===== src/rtl/mano_mem_pkg.sv =====
// Shared types and constants for the Mano basic-computer memory-access controller.
package mano_mem_pkg;

   typedef enum logic [1:0] {
      IDLE = 2'd0,
      REQ  = 2'd1,
      DONE = 2'd2
   } state_e;

   localparam int unsigned ADDR_W_DEF = 12;
   localparam int unsigned DATA_W_DEF = 16;

   localparam int unsigned D_AND = 0;
   localparam int unsigned D_ADD = 1;
   localparam int unsigned D_LDA = 2;
   localparam int unsigned D_STA = 3;
   localparam int unsigned D_BSA = 5;
   localparam int unsigned D_ISZ = 6;
   localparam int unsigned D_IO  = 7;

endpackage


===== src/rtl/mano_mem_decode.sv =====
// Combinational read/write-needed decode from T, D, J and R.
// MANO_INT_CYCLE_EN: R&T1 becomes a write (interrupt return-address save).
module mano_mem_decode
   import mano_mem_pkg::*;
(
   input  logic [7:0] t_i,
   input  logic [7:0] d_i,
   input  logic       j_i,
   input  logic       r_i,
   output logic       rn_o,
   output logic       wn_o
);

   logic unused_bits;

   always_comb begin
      rn_o = (~d_i[D_IO] & j_i & t_i[3])
           | ((d_i[D_AND] | d_i[D_ADD] | d_i[D_LDA] | d_i[D_ISZ]) & t_i[4]);
      wn_o = ((d_i[D_STA] | d_i[D_BSA]) & t_i[4])
           | (d_i[D_ISZ] & t_i[6]);
`ifdef MANO_INT_CYCLE_EN
      rn_o = rn_o | (~r_i & t_i[1]);
      wn_o = wn_o | (r_i & t_i[1]);
`else
      rn_o = rn_o | t_i[1];
`endif
   end

`ifdef MANO_INT_CYCLE_EN
   assign unused_bits = ^{t_i[0], t_i[2], t_i[5], t_i[7], d_i[4]};
`else
   assign unused_bits = ^{t_i[0], t_i[2], t_i[5], t_i[7], d_i[4], r_i};
`endif

endmodule


===== src/rtl/mano_mem_ctrl.sv =====
// Request/acknowledge memory-access sequencer that stalls SC until the access ends.
// Optional MANO_INT_CYCLE_EN affects only the decode sub-module.
module mano_mem_ctrl
   import mano_mem_pkg::*;
#(
   parameter int unsigned ADDR_W  = ADDR_W_DEF,
   parameter int unsigned DATA_W  = DATA_W_DEF,
   parameter int unsigned TIMEOUT = 15
) (
   input  logic              CLK,
   input  logic              RST_N,
   input  logic [7:0]        T,
   input  logic [7:0]        D,
   input  logic              J,
   input  logic              R,
   input  logic [ADDR_W-1:0] AR,
   input  logic [DATA_W-1:0] WDATA,
   output logic              STALL,
   output logic              MEM_REQ,
   output logic              MEM_WE,
   output logic [ADDR_W-1:0] MEM_ADDR,
   output logic [DATA_W-1:0] MEM_WDATA,
   input  logic [DATA_W-1:0] MEM_RDATA,
   input  logic              MEM_ACK,
   output logic [DATA_W-1:0] RD_DATA,
   output logic              RD_VALID,
   output logic              ERR
);

   state_e            state_q;
   logic [7:0]        cnt_q, cnt_d;
   logic [ADDR_W-1:0] addr_q;
   logic [DATA_W-1:0] wdata_q;
   logic [DATA_W-1:0] rd_data_q;
   logic              we_q, req_q, stall_q, rd_valid_q, err_q;
   logic              rn, wn, need, timeout_hit;

   mano_mem_decode u_decode (
      .t_i  (T),
      .d_i  (D),
      .j_i  (J),
      .r_i  (R),
      .rn_o (rn),
      .wn_o (wn)
   );

   assign need        = rn | wn;
   assign cnt_d       = cnt_q + 8'd1;
   assign timeout_hit = (cnt_q == 8'(TIMEOUT - 1));

   always_ff @(posedge CLK or negedge RST_N) begin
      if (!RST_N) begin
         state_q    <= IDLE;
         cnt_q      <= '0;
         addr_q     <= '0;
         wdata_q    <= '0;
         rd_data_q  <= '0;
         we_q       <= 1'b0;
         req_q      <= 1'b0;
         stall_q    <= 1'b0;
         rd_valid_q <= 1'b0;
         err_q      <= 1'b0;
      end else begin
         rd_valid_q <= 1'b0;
         case (state_q)
            IDLE: begin
               if (need) begin
                  addr_q  <= AR;
                  wdata_q <= WDATA;
                  we_q    <= wn;
                  req_q   <= 1'b1;
                  stall_q <= 1'b1;
                  cnt_q   <= '0;
                  state_q <= REQ;
               end
            end
            REQ: begin
               cnt_q <= cnt_d;
               // ACK wins over a simultaneous timeout
               if (MEM_ACK || timeout_hit) begin
                  if (MEM_ACK) begin
                     if (!we_q) begin
                        rd_data_q  <= MEM_RDATA;
                        rd_valid_q <= 1'b1;
                     end
                  end else begin
                     err_q      <= 1'b1;
                     rd_data_q  <= '0;
                     rd_valid_q <= ~we_q;
                  end
                  req_q   <= 1'b0;
                  we_q    <= 1'b0;
                  stall_q <= 1'b0;
                  state_q <= DONE;
               end
            end
            DONE:    state_q <= IDLE;
            default: state_q <= IDLE;
         endcase
      end
   end

   assign STALL     = stall_q | ((state_q == IDLE) & need);
   assign MEM_REQ   = req_q;
   assign MEM_WE    = we_q;
   assign MEM_ADDR  = addr_q;
   assign MEM_WDATA = wdata_q;
   assign RD_DATA   = rd_data_q;
   assign RD_VALID  = rd_valid_q;
   assign ERR       = err_q;

endmodule


===== config.mk =====
export PLATFORM = sky130hd
export DESIGN_NAME = mano_mem_ctrl
export DESIGN_NICKNAME = d
export VERILOG_FILES = /design/src/rtl/mano_mem_pkg.sv /design/src/rtl/mano_mem_decode.sv /design/src/rtl/mano_mem_ctrl.sv
export SDC_FILE = /design/constraint.sdc
export NUM_CORES = 1
export LEC_CHECK = 0
export BUFFER_PORTS_ARGS = -buffer_cell sky130_fd_sc_hd__buf_2
export CORE_MARGIN = 3
export CORE_UTILIZATION = 50
export CTS_BUF_LIST = sky130_fd_sc_hd__clkbuf_16
export DETAILED_ROUTE_END_ITERATION = 16
export GPL_ROUTABILITY_DRIVEN = 0
export GPL_TIMING_DRIVEN = 0
export PLACE_DENSITY = 0.85
export SLEW_MARGIN = 5
export SYNTH_ARGS = -nofsm -noshare
export SYNTH_HDL_FRONTEND = slang
export SYNTH_SLANG_ARGS = --single-unit
export TNS_END_PERCENT = 30

===== constraint.sdc =====
create_clock -name CLK -period 4.2 [get_ports CLK]
set_input_delay 0 -clock CLK [delete_from_list [all_inputs] [get_ports CLK]]
set_output_delay 0 -clock CLK [all_outputs]
set_load 0.01 [all_outputs]

==> results.md, run 1 <==
* Overflow after GRT at 0
* CTS sink cnt at 58
* Post-synthesis cell type count at 41
* DRT Pass-1 Iters at 4
* Synth Register Bits at 58
* Final WL at 6.76 mm
* Max Cap Violations at 0
* Clock transition at path regs at 50 ps
* Top FF cell, synth: dfrtp_1
* Worst Setup Path Type: reg -> reg
* HPWL Detailed at 3.99 mm
* HP Class: in -> reg
* Status: finished, final reports clean
* Post-Syn Instances at 175
* Synth top area share at 0.584
* Minimum hold slack at 53.8 ps
* Critical Path AT at 2000 ps
* Number of remaining DRC errors at 0
* Final period util at 0.416
* Largest net degree at the start of global routing at 59
* Footprint of the multi-input gates at 932 um^2
* Post-synth top area cell: dfrtp_1
* Longest Clk Path Bufs at 2
* Dpl cells at 349
* Number of synthesized flops with an enable pin at 0
* Kind of end point of the critical path: flop
* TritonCTS Buffers at 9
* Die ar. at 5860 um^2
* Root buf cell: clkbuf_16
* Row cnt at 25
* Synth area leaders: dfrtp_1 (58%), mux2_4 (16%), a22o_1 (3.5%)
* Seq. cell area at 1450 um^2
* H-tree depth at 3
* Worst Tran Pin Value at 713 ps
* Final number of setup-violating endpoints at 0
* Power, Total at 0.00270 W
* Chip width at 76.5 um
* Area grow syn2layout at 53.1%
* Core Region at 4750 um^2
* NumNets Final at 406
* Via density at 5.17
* Startpoint types: flop
* Detailed-route via count at 2105
* Total leakage power at 1.97 nW
* Asr flop ratio synth at 1.00
* Filler Cell Count at 300
* Top Ports at 114
* Global-route wire length before repair at 11.2 mm
* Initial antenna violation count at 0
* Fmax at 0.572 GHz
* Gr usage total at 0.245
* Setup TNS at 0 ps
* Post-CTS setup buffers at 0
* Ys Warns at 0
* Remaining antenna violation count after routing at 0
* Antenna Diode Count at 0
* Average cell area after synthesis at 14.2 um^2
* Peak VDD IR at 0.478 mV
* Slew headroom at 0.525
* CP Max Fanout at 10
* Final Non-Filler Cells at 407
* RSZ-0062 raised after global routing: false
* Vias in the first global route at 2183
* Clock Skew at 3.41 ps
* Final Util at 0.801
* Die height at 76.5 um
* 1st-iter DRT viols at 86
* Count of pins over their slew limit at 0
* Worst skew pair latency at 320 ps
* CTS resizes at 0
* PD cells at 708 nW/um^2
* Post-route minimum period at 1750 ps
* Mapped Nets at 242
* Synthesized cell area at 2490 um^2
* Fraction of layout cells with a size suffix above 1 at 0.476
* IO buf count at 107
* Final hold violation count at 0
* Per-cell routed wire length at 16.6 um
* CTS tree: done
* Initial core utilization at 0.523
* CTS Hold Bufs at 45
* Post-synthesis sequential area ratio at 0.584
* Worst Path Required at 4450 ps
-- Yosys cell counts (2+ instances only) --
cell,count
a22o_2,6
nor3_1,3
a21oi_1,2
mux2_2,2
a22o_1,10
nand4_1,2
nand3_1,3
nand2b_1,2
buf_6,2
a31oi_1,2
inv_1,11
o211ai_1,2
ha_1,2
buf_8,2
buf_2,2
o21ai_0,3
mux2i_1,2
mux2_4,26
dfrtp_1,58
o22ai_1,4
nor2_1,7
nand2_1,3
-- worst max-delay path: stages, from the launching register on --
cell and delay (ps):
dfrtp_1 360, buf_2 180, nand2b_1 300, nor2_2 370, buf_2 280, a22o_1 180
-- per-stage QoR --
stage / cell area, um^2 / setup WS (ps)
2_1_floorplan: 2490 / 2660
3_3_place_gp: 3110 / 2560
3_5_place_dp: 3110 / 2530
4_1_cts: 3790 / 2500
5_1_grt: 3810 / 2370
6_report: 3810 / 2450
-- layer usage --
metal | track usage | up-vias | wire, um
li1 | - | 965 | -
met1 | 0.281 | 1020 | 2750
met2 | 0.428 | 103 | 3420
met3 | 0.0662 | 17 | 426
met4 | 0.111 | 0 | 167
met5 | 0 | - | 0
-- cell usage in the layout, fill, tap and decap left out, types with 2 or more instances in the layout --
cell type	count
a22o_1	10
mux2_4	26
o211ai_1	2
nand4_1	2
nand2b_1	2
nand3_1	3
mux2i_1	2
dfrtp_1	58
buf_6	2
mux2_2	2
ha_1	2
buf_8	2
clkbuf_16	9
buf_2	108
a22o_2	6
a31oi_1	2
nand2_1	3
a21oi_1	2
nor3_1	3
inv_1	12
nor2_1	7
dlygate4sd3_1	46
o21ai_0	3
o22ai_1	4
-- power by group --
group	internal, W	switching, W	leakage [nW]
clock network	0.000378	0.000222	0.122
logic	0.000613	0.000508	1.14
registers	0.000809	0.000165	0.710
total	0.00180	0.000895	1.97
-- worst paths after layout --
check / from / endpoint / slack, ps / cells past startpoint
max reg2reg: state_q[1] / RD_DATA[11] / 2450 / 5
min: T[1] / MEM_WE / 50 / 4
min reg2reg: ERR / ERR / 480 / 1
max in group asynchronous: RST_N / RD_DATA[13] / 3450 / 2
min in group asynchronous: RST_N / cnt_q[0] / 290 / 2
max: state_q[1] / RD_DATA[11] / 2450 / 5
-- final cells by class --
cell class                 count  area share
buffer                         6      0.0164
sequential                    58       0.381
clock buffer                   9      0.0592
tap                           67      0.0220
multi-input combinational    100       0.245
inverter                      11      0.0108
timing repair buffer         153       0.262
clock inverter                 3     0.00329
-- cell families after synthesis --
family                     Yosys count  synth area share
DFF                                 58             0.584
AOI/OAI and AO/OA                   37             0.120
muxes                               30             0.174
and+or+nand+nor                     30            0.0669
buffers and inverters               17            0.0418
adders and majority gates            2            0.0101
xor gates and xnor gates             1           0.00352
-- flip-flops by register name, summed over array words and instances (netlist names) --
register	flops
ERR	1
MEM_ADDR	12
MEM_WDATA	16
MEM_WE	1
RD_DATA	16
RD_VALID	1
cnt_q	8
stall_q	1
state_q	2
No activity file was read; power rests on OpenSTA's default activity.
==> run 2: changes to the inputs <==
- CORE_UTILIZATION: 50 -> 42
- PLACE_DENSITY: 0.85 -> 0.76
- clock period: 4.2 -> 1.6 ns (I/O delays scaled with it)
==> run 2 against run 1 <==
Compared with the run above: critical endpoint is now RD_DATA[8]; design area up 5.8%; global-route usage is 6.4 points lower; critical path type unchanged; first-iteration DRC count grew 28%; critical path depth stayed put; the run now ends with setup timing left; sequential power grew to 2.6 times the previous value; largest power group unchanged; routed wire length fell by 9.7%.
==> results.md, run 2 (synthesis gave the netlist of run 1 again) <==
* Final WL at 6.11 mm (-9.7%)
* Fraction of layout cells with a size suffix above 1 at 0.511 (+0.0349)
* Die ar. at 6880 um^2 (+17%)
* Gr usage total at 0.181 (-0.0643)
* Critical Path AT at 1850 ps (-150 ps)
* Top Ports at 114 (unchanged)
* NumNets Final at 414 (+2.0%)
* Row cnt at 27 (+8.0%)
* Max Cap Violations at 0 (unchanged)
* Count of pins over their slew limit at 0 (unchanged)
* Worst Setup Path Type: reg -> reg
* Commonest non-fill, non-tap cell in the layout: buf_2
* Overflow after GRT at 0 (unchanged)
* Slowest stage delay, CP at 410 ps (+40 ps)
* Initial antenna violation count at 0 (unchanged)
* Via density at 4.82 (-6.8%)
* Die height at 83.0 um (+8.4%)
* Remaining antenna violation count after routing at 0 (unchanged)
* Per-cell routed wire length at 14.4 um (-13%)
* Status: complete, but fails checks
* Worst Tran Pin Value at 710 ps (-2.76 ps)
* Startpoint types: flop
* Final Util at 0.718 (-0.0824)
* Detailed-route via count at 2043 (-2.9%)
* Clock transition at path regs at 50 ps (about the same)
* H-tree depth at 3 (unchanged)
* Core Region at 5610 um^2 (+18%)
* Final hold violation count at 0 (unchanged)
* Area grow syn2layout at 62.0%
* DRT Pass-1 Iters at 4 (unchanged)
* Clock Skew at 6.51 ps (+3.10 ps)
* Kind of end point of the critical path: flop
* Initial core utilization at 0.444 (-0.0796)
* Slowest cell on crit path: or3_4
* Peak VDD IR at 1.15 mV (+140%)
* Number of remaining DRC errors at 0 (unchanged)
* Worst skew pair latency at 320 ps (about the same)
* Failing checks: setup timing
* CP Max Fanout at 8 (-2)
* Vias in the first global route at 2153 (-1.4%)
* IO buf count at 107 (unchanged)
* RSZ-0062 raised after global routing: true
* TritonCTS Buffers at 9 (unchanged)
* HPWL Detailed at 3.75 mm (-5.9%)
* Antenna Diode Count at 0 (unchanged)
* Final WS setup at -46.4 ps (-2500 ps)
* Worst Path Required at 1800 ps (-2650 ps)
* Global-route wire length before repair at 10.1 mm (-9.8%)
* Critical-path cell list: or3_4, o31ai_4, nand2_4, buf_6, a22o_1
* Post-route minimum period at 1650 ps (-102 ps)
* 1st-iter DRT viols at 110 (+28%)
* CTS tree: done
* Total leakage power at 2.06 nW (+4.5%)
* Final period util at 1.03 (+0.613)
* Fmax at 0.607 GHz (+6.2%)
* Largest net degree at the start of global routing at 59 (unchanged)
* Most frequent cells in the layout: buf_2 (107), dfrtp_1 (58), dlygate4sd3_1 (46), mux2_4 (26), inv_1 (11)
* Root buf cell: clkbuf_16
* Slew headroom at 0.526 (+0.00184)
* Minimum hold slack at 39.9 ps (-14.0 ps)
* HP Class: in -> reg
* PD cells at 1910 nW/um^2 (+170%)
* Final number of setup-violating endpoints at 10 (+10)
* Longest Clk Path Bufs at 2 (unchanged)
* Setup TNS at -400 ps (-400 ps)
* Chip width at 83.0 um (+8.4%)
* CTS sink cnt at 58 (unchanged)
[run 2: what timing repair did]
action                                  CTS  global route
hold buffers                             46             0
resized for setup                         6             5
endpoints found under the hold margin    53             0
gates cloned                              1             0
buffers inserted                          3             4
pin swaps                                 3             1
endpoints found under the setup margin   10            14
[run 2: path summary, 6_finish.rpt]
path                       startpoint  depth (start not counted)  slack (ps)          end
max                          cnt_q[4]                          5         -50   RD_DATA[8]
min                              T[1]                          4          40       MEM_WE
max reg2reg                  cnt_q[4]                          5         -50   RD_DATA[8]
min reg2reg                       ERR                          1         460          ERR
max in group asynchronous       RST_N                          2         840     cnt_q[3]
min in group asynchronous       RST_N                          2         290  MEM_ADDR[5]
[run 2: power by group]
part | internal, W | switching, W
Clock | 0.00151 | 0.000646
Combinational | 0.00170 | 0.00134
Sequential | 0.00212 | 0.000394
[run 2: worst max-delay path, delay by kind of cell (launching register included)]
| family | cells | cell delay [ps] |
|---|---|---|
| DFF | 1 | 390 |
| and+or+nand+nor | 2 | 550 |
| buffers and inverters | 1 | 160 |
| AOI/OAI and AO/OA | 2 | 440 |
[run 2: cell type report]
type	instances	area, um^2
Clock buffer	9	225
Fill cell	379	1580
Buffer	6	65.1
Timing Repair Buffer	161	1060
Sequential cell	58	1450
Multi-Input combinational cell	100	976
Inverter	11	41.3
Clock inverter	7	118
Tap cell	72	90.1
[run 2: metrics by stage]
stage / instance area (um^2) / setup WS [ps] / instances / power (W)
CTS: 3970 / -19.5 / 420 / 0.00768
global route: 4030 / -96.2 / 424 / 0.00813
finish: 4030 / -46.4 / 424 / 0.00771
floorplan: 2490 / 63.9 / 175 / 0.00434
global placement: 3110 / -54.5 / 354 / 0.00527
detailed placement: 3110 / -70.5 / 354 / 0.00533
[run 2: routing by layer]
metal  part of all wire  GRT usage  up-vias
li1                   -          -      985
met1               0.44      0.223      979
met2               0.50      0.298       73
met3              0.049     0.0397        6
met4              0.013     0.0936        0
met5                  0          0        -
==> run 3: changes to the inputs <==
- SETUP_SLACK_MARGIN: default -> 0.02
==> run 3 against run 2 <==
Compared with the run above: worst hold slack stayed put; critical path depth unchanged; clock skew stayed put; critical endpoint unchanged; clock-buffer cell count did not move; total power unchanged; maximum frequency is the same; critical path type unchanged; the run still ends with setup timing left.
==> results.md, run 3 (synthesis gave the netlist of run 1 again) <==
* Status: complete, but fails checks
* Failing checks: setup timing
* FF-to-FF setup slack at -50 ps (about the same)
* Final hold violation count at 0 (unchanged)
* Via density at 4.82 (unchanged)
* TritonCTS Buffers at 9 (unchanged)
* CP Max Fanout at 8 (unchanged)
* Kind of end point of the critical path: flop
* Startpoint types: flop
* Final period util at 1.03 (unchanged)
* HPWL Detailed at 3.75 mm (unchanged)
* DRT Pass-1 Iters at 4 (unchanged)
* CTS tree: done
* Post-route minimum period at 1650 ps (unchanged)
* Final Util at 0.718 (unchanged)
* Final Instance Area at 4030 um^2 (unchanged)
* Fmax at 0.607 GHz (unchanged)
* Post-DP Area at 3110 um^2 (unchanged)
* Vias in the first global route at 2153 (unchanged)
* 1st-iter DRT viols at 110 (unchanged)
* Worst Path Required at 1800 ps (about the same)
* Initial core utilization at 0.444 (unchanged)
* Slowest stage delay, CP at 410 ps (about the same)
* Reg-to-reg critical path startpoint: cnt_q[4]
* CP Depth at 5 (unchanged)
* Chip width at 83.0 um (unchanged)
* Initial antenna violation count at 0 (unchanged)
* Clock Skew at 6.51 ps (unchanged)
* Commonest non-fill, non-tap cell in the layout: buf_2
* Final WS setup at -46.4 ps (unchanged)
* Number of remaining DRC errors at 0 (unchanged)
* H-tree depth at 3 (unchanged)
* Most frequent cells in the layout: buf_2 (107), dfrtp_1 (58), dlygate4sd3_1 (46), mux2_4 (26), inv_1 (11)
* Count of pins over their slew limit at 0 (unchanged)
* Per-cell routed wire length at 14.4 um (unchanged)
* Die height at 83.0 um (unchanged)
* Slew headroom at 0.526 (unchanged)
* CP Capture Point: RD_DATA[8]
* CTS sink cnt at 58 (unchanged)
* Worst R2R Path Depth at 5 (unchanged)
* Power, Total at 0.00771 W (unchanged)
* Root buf cell: clkbuf_16
* Worst R2R End: RD_DATA[8]
* Minimum hold slack at 39.9 ps (unchanged)
* Crit path launch: cnt_q[4]
* Remaining antenna violation count after routing at 0 (unchanged)
* Largest net degree at the start of global routing at 59 (unchanged)
* Count of buffer and inverter cells on the critical path at 1 (unchanged)
* Critical Path AT at 1850 ps (about the same)
* Top Ports at 114 (unchanged)
* Hold Path Depth at 4 (unchanged)
* Area grow syn2layout at 62.0% (unchanged)
* Gr usage total at 0.181 (unchanged)
* Final number of setup-violating endpoints at 10 (unchanged)
* Antenna Diode Count at 0 (unchanged)
* NumNets Final at 414 (unchanged)
* Crit-path leading delay family: simple AND/OR/NAND/NOR gates
* Final WL at 6.11 mm (unchanged)
* Core Region at 5610 um^2 (unchanged)
* HP Class: in -> reg
* Worst skew pair latency at 320 ps (about the same)
* Longest Clk Path Bufs at 2 (unchanged)
* RSZ-0062 raised after global routing: true
* Worst Setup Path Type: reg -> reg
* Total leakage power at 2.06 nW (unchanged)
* Max Cap Violations at 0 (unchanged)
* Row cnt at 27 (unchanged)
* Final Non-Filler Cells at 424 (unchanged)
* Slowest cell on crit path: or3_4
* IO buf count at 107 (unchanged)
* Global-route wire length before repair at 10.1 mm (unchanged)
* Worst Tran Pin Value at 710 ps (unchanged)
* Peak VDD IR at 1.15 mV (unchanged)
* PD cells at 1910 nW/um^2 (unchanged)
* Clock transition at path regs at 50 ps (about the same)
* Dpl cells at 354 (unchanged)
* Critical-path cell list: or3_4, o31ai_4, nand2_4, buf_6, a22o_1
* Overflow after GRT at 0 (unchanged)
* HP Start: T[1]
* Die ar. at 6880 um^2 (unchanged)
* Detailed-route via count at 2043 (unchanged)
* Fraction of layout cells with a size suffix above 1 at 0.511 (unchanged)
## run 3: cell counts in the layout (fill, tap and decap cells not counted)
No cell type changed its count.
## run 3: metrics by stage
| step | worst slack (ps) | TNS (ps) |
|---|---|---|
| after CTS | -19.5 | -137 |
| final | -46.4 | -400 |
| after floorplan | 63.9 | 0 |
| after global placement | -54.5 | -509 |
| after detailed placement | -70.5 | -649 |
| after global routing | -96.2 | -849 |
## run 3: worst min path at each step
stage,end,slack [ps]
after floorplan,ERR,-300
after global placement,RD_DATA[12],230
after detailed placement,RD_DATA[7],230
after CTS,MEM_WE,20
after global routing,MEM_WE,80
final,MEM_WE,40
## run 3: layout make-up
class	instances	area (um^2)
Inverter	11	41.3
Sequential cell	58	1450
Tap cell	72	90.1
Clock inverter	7	118
Clock buffer	9	225
Multi-Input combinational cell	100	976
Buffer	6	65.1
Timing Repair Buffer	161	1060
Fill cell	379	1580
## run 3: report_power, final
part / internal [W] / switching, W / leakage, nW / total (W)
registers: 0.00212 / 0.000394 / 0.710 / 0.00251
clock network: 0.00151 / 0.000646 / 0.158 / 0.00216
logic: 0.00170 / 0.00134 / 1.19 / 0.00304
## run 3: timing repair
action | CTS | global route
setup buffers | 3 | 4
resized for setup | 6 | 5
gates cloned | 1 | 0
setup endpoints to repair | 10 | 18
hold buffers | 46 | 0
pin swaps | 3 | 1
endpoints found under the hold margin | 53 | 0
## run 3: per-layer routing
metal,track usage,wire (um),up-vias
li1,-,-,985
met1,0.223,2660,979
met2,0.298,3060,73
met3,0.0397,300,6
met4,0.0936,82,0
met5,0,0,-
## run 3: worst register-to-register path: cells and delay by family, from the launching register on
| family | cells | cell delay [ps] |
|---|---|---|
| and+or+nand+nor | 2 | 550 |
| AOI/OAI and AO/OA | 2 | 440 |
| DFF | 1 | 390 |
| buffers and inverters | 1 | 160 |
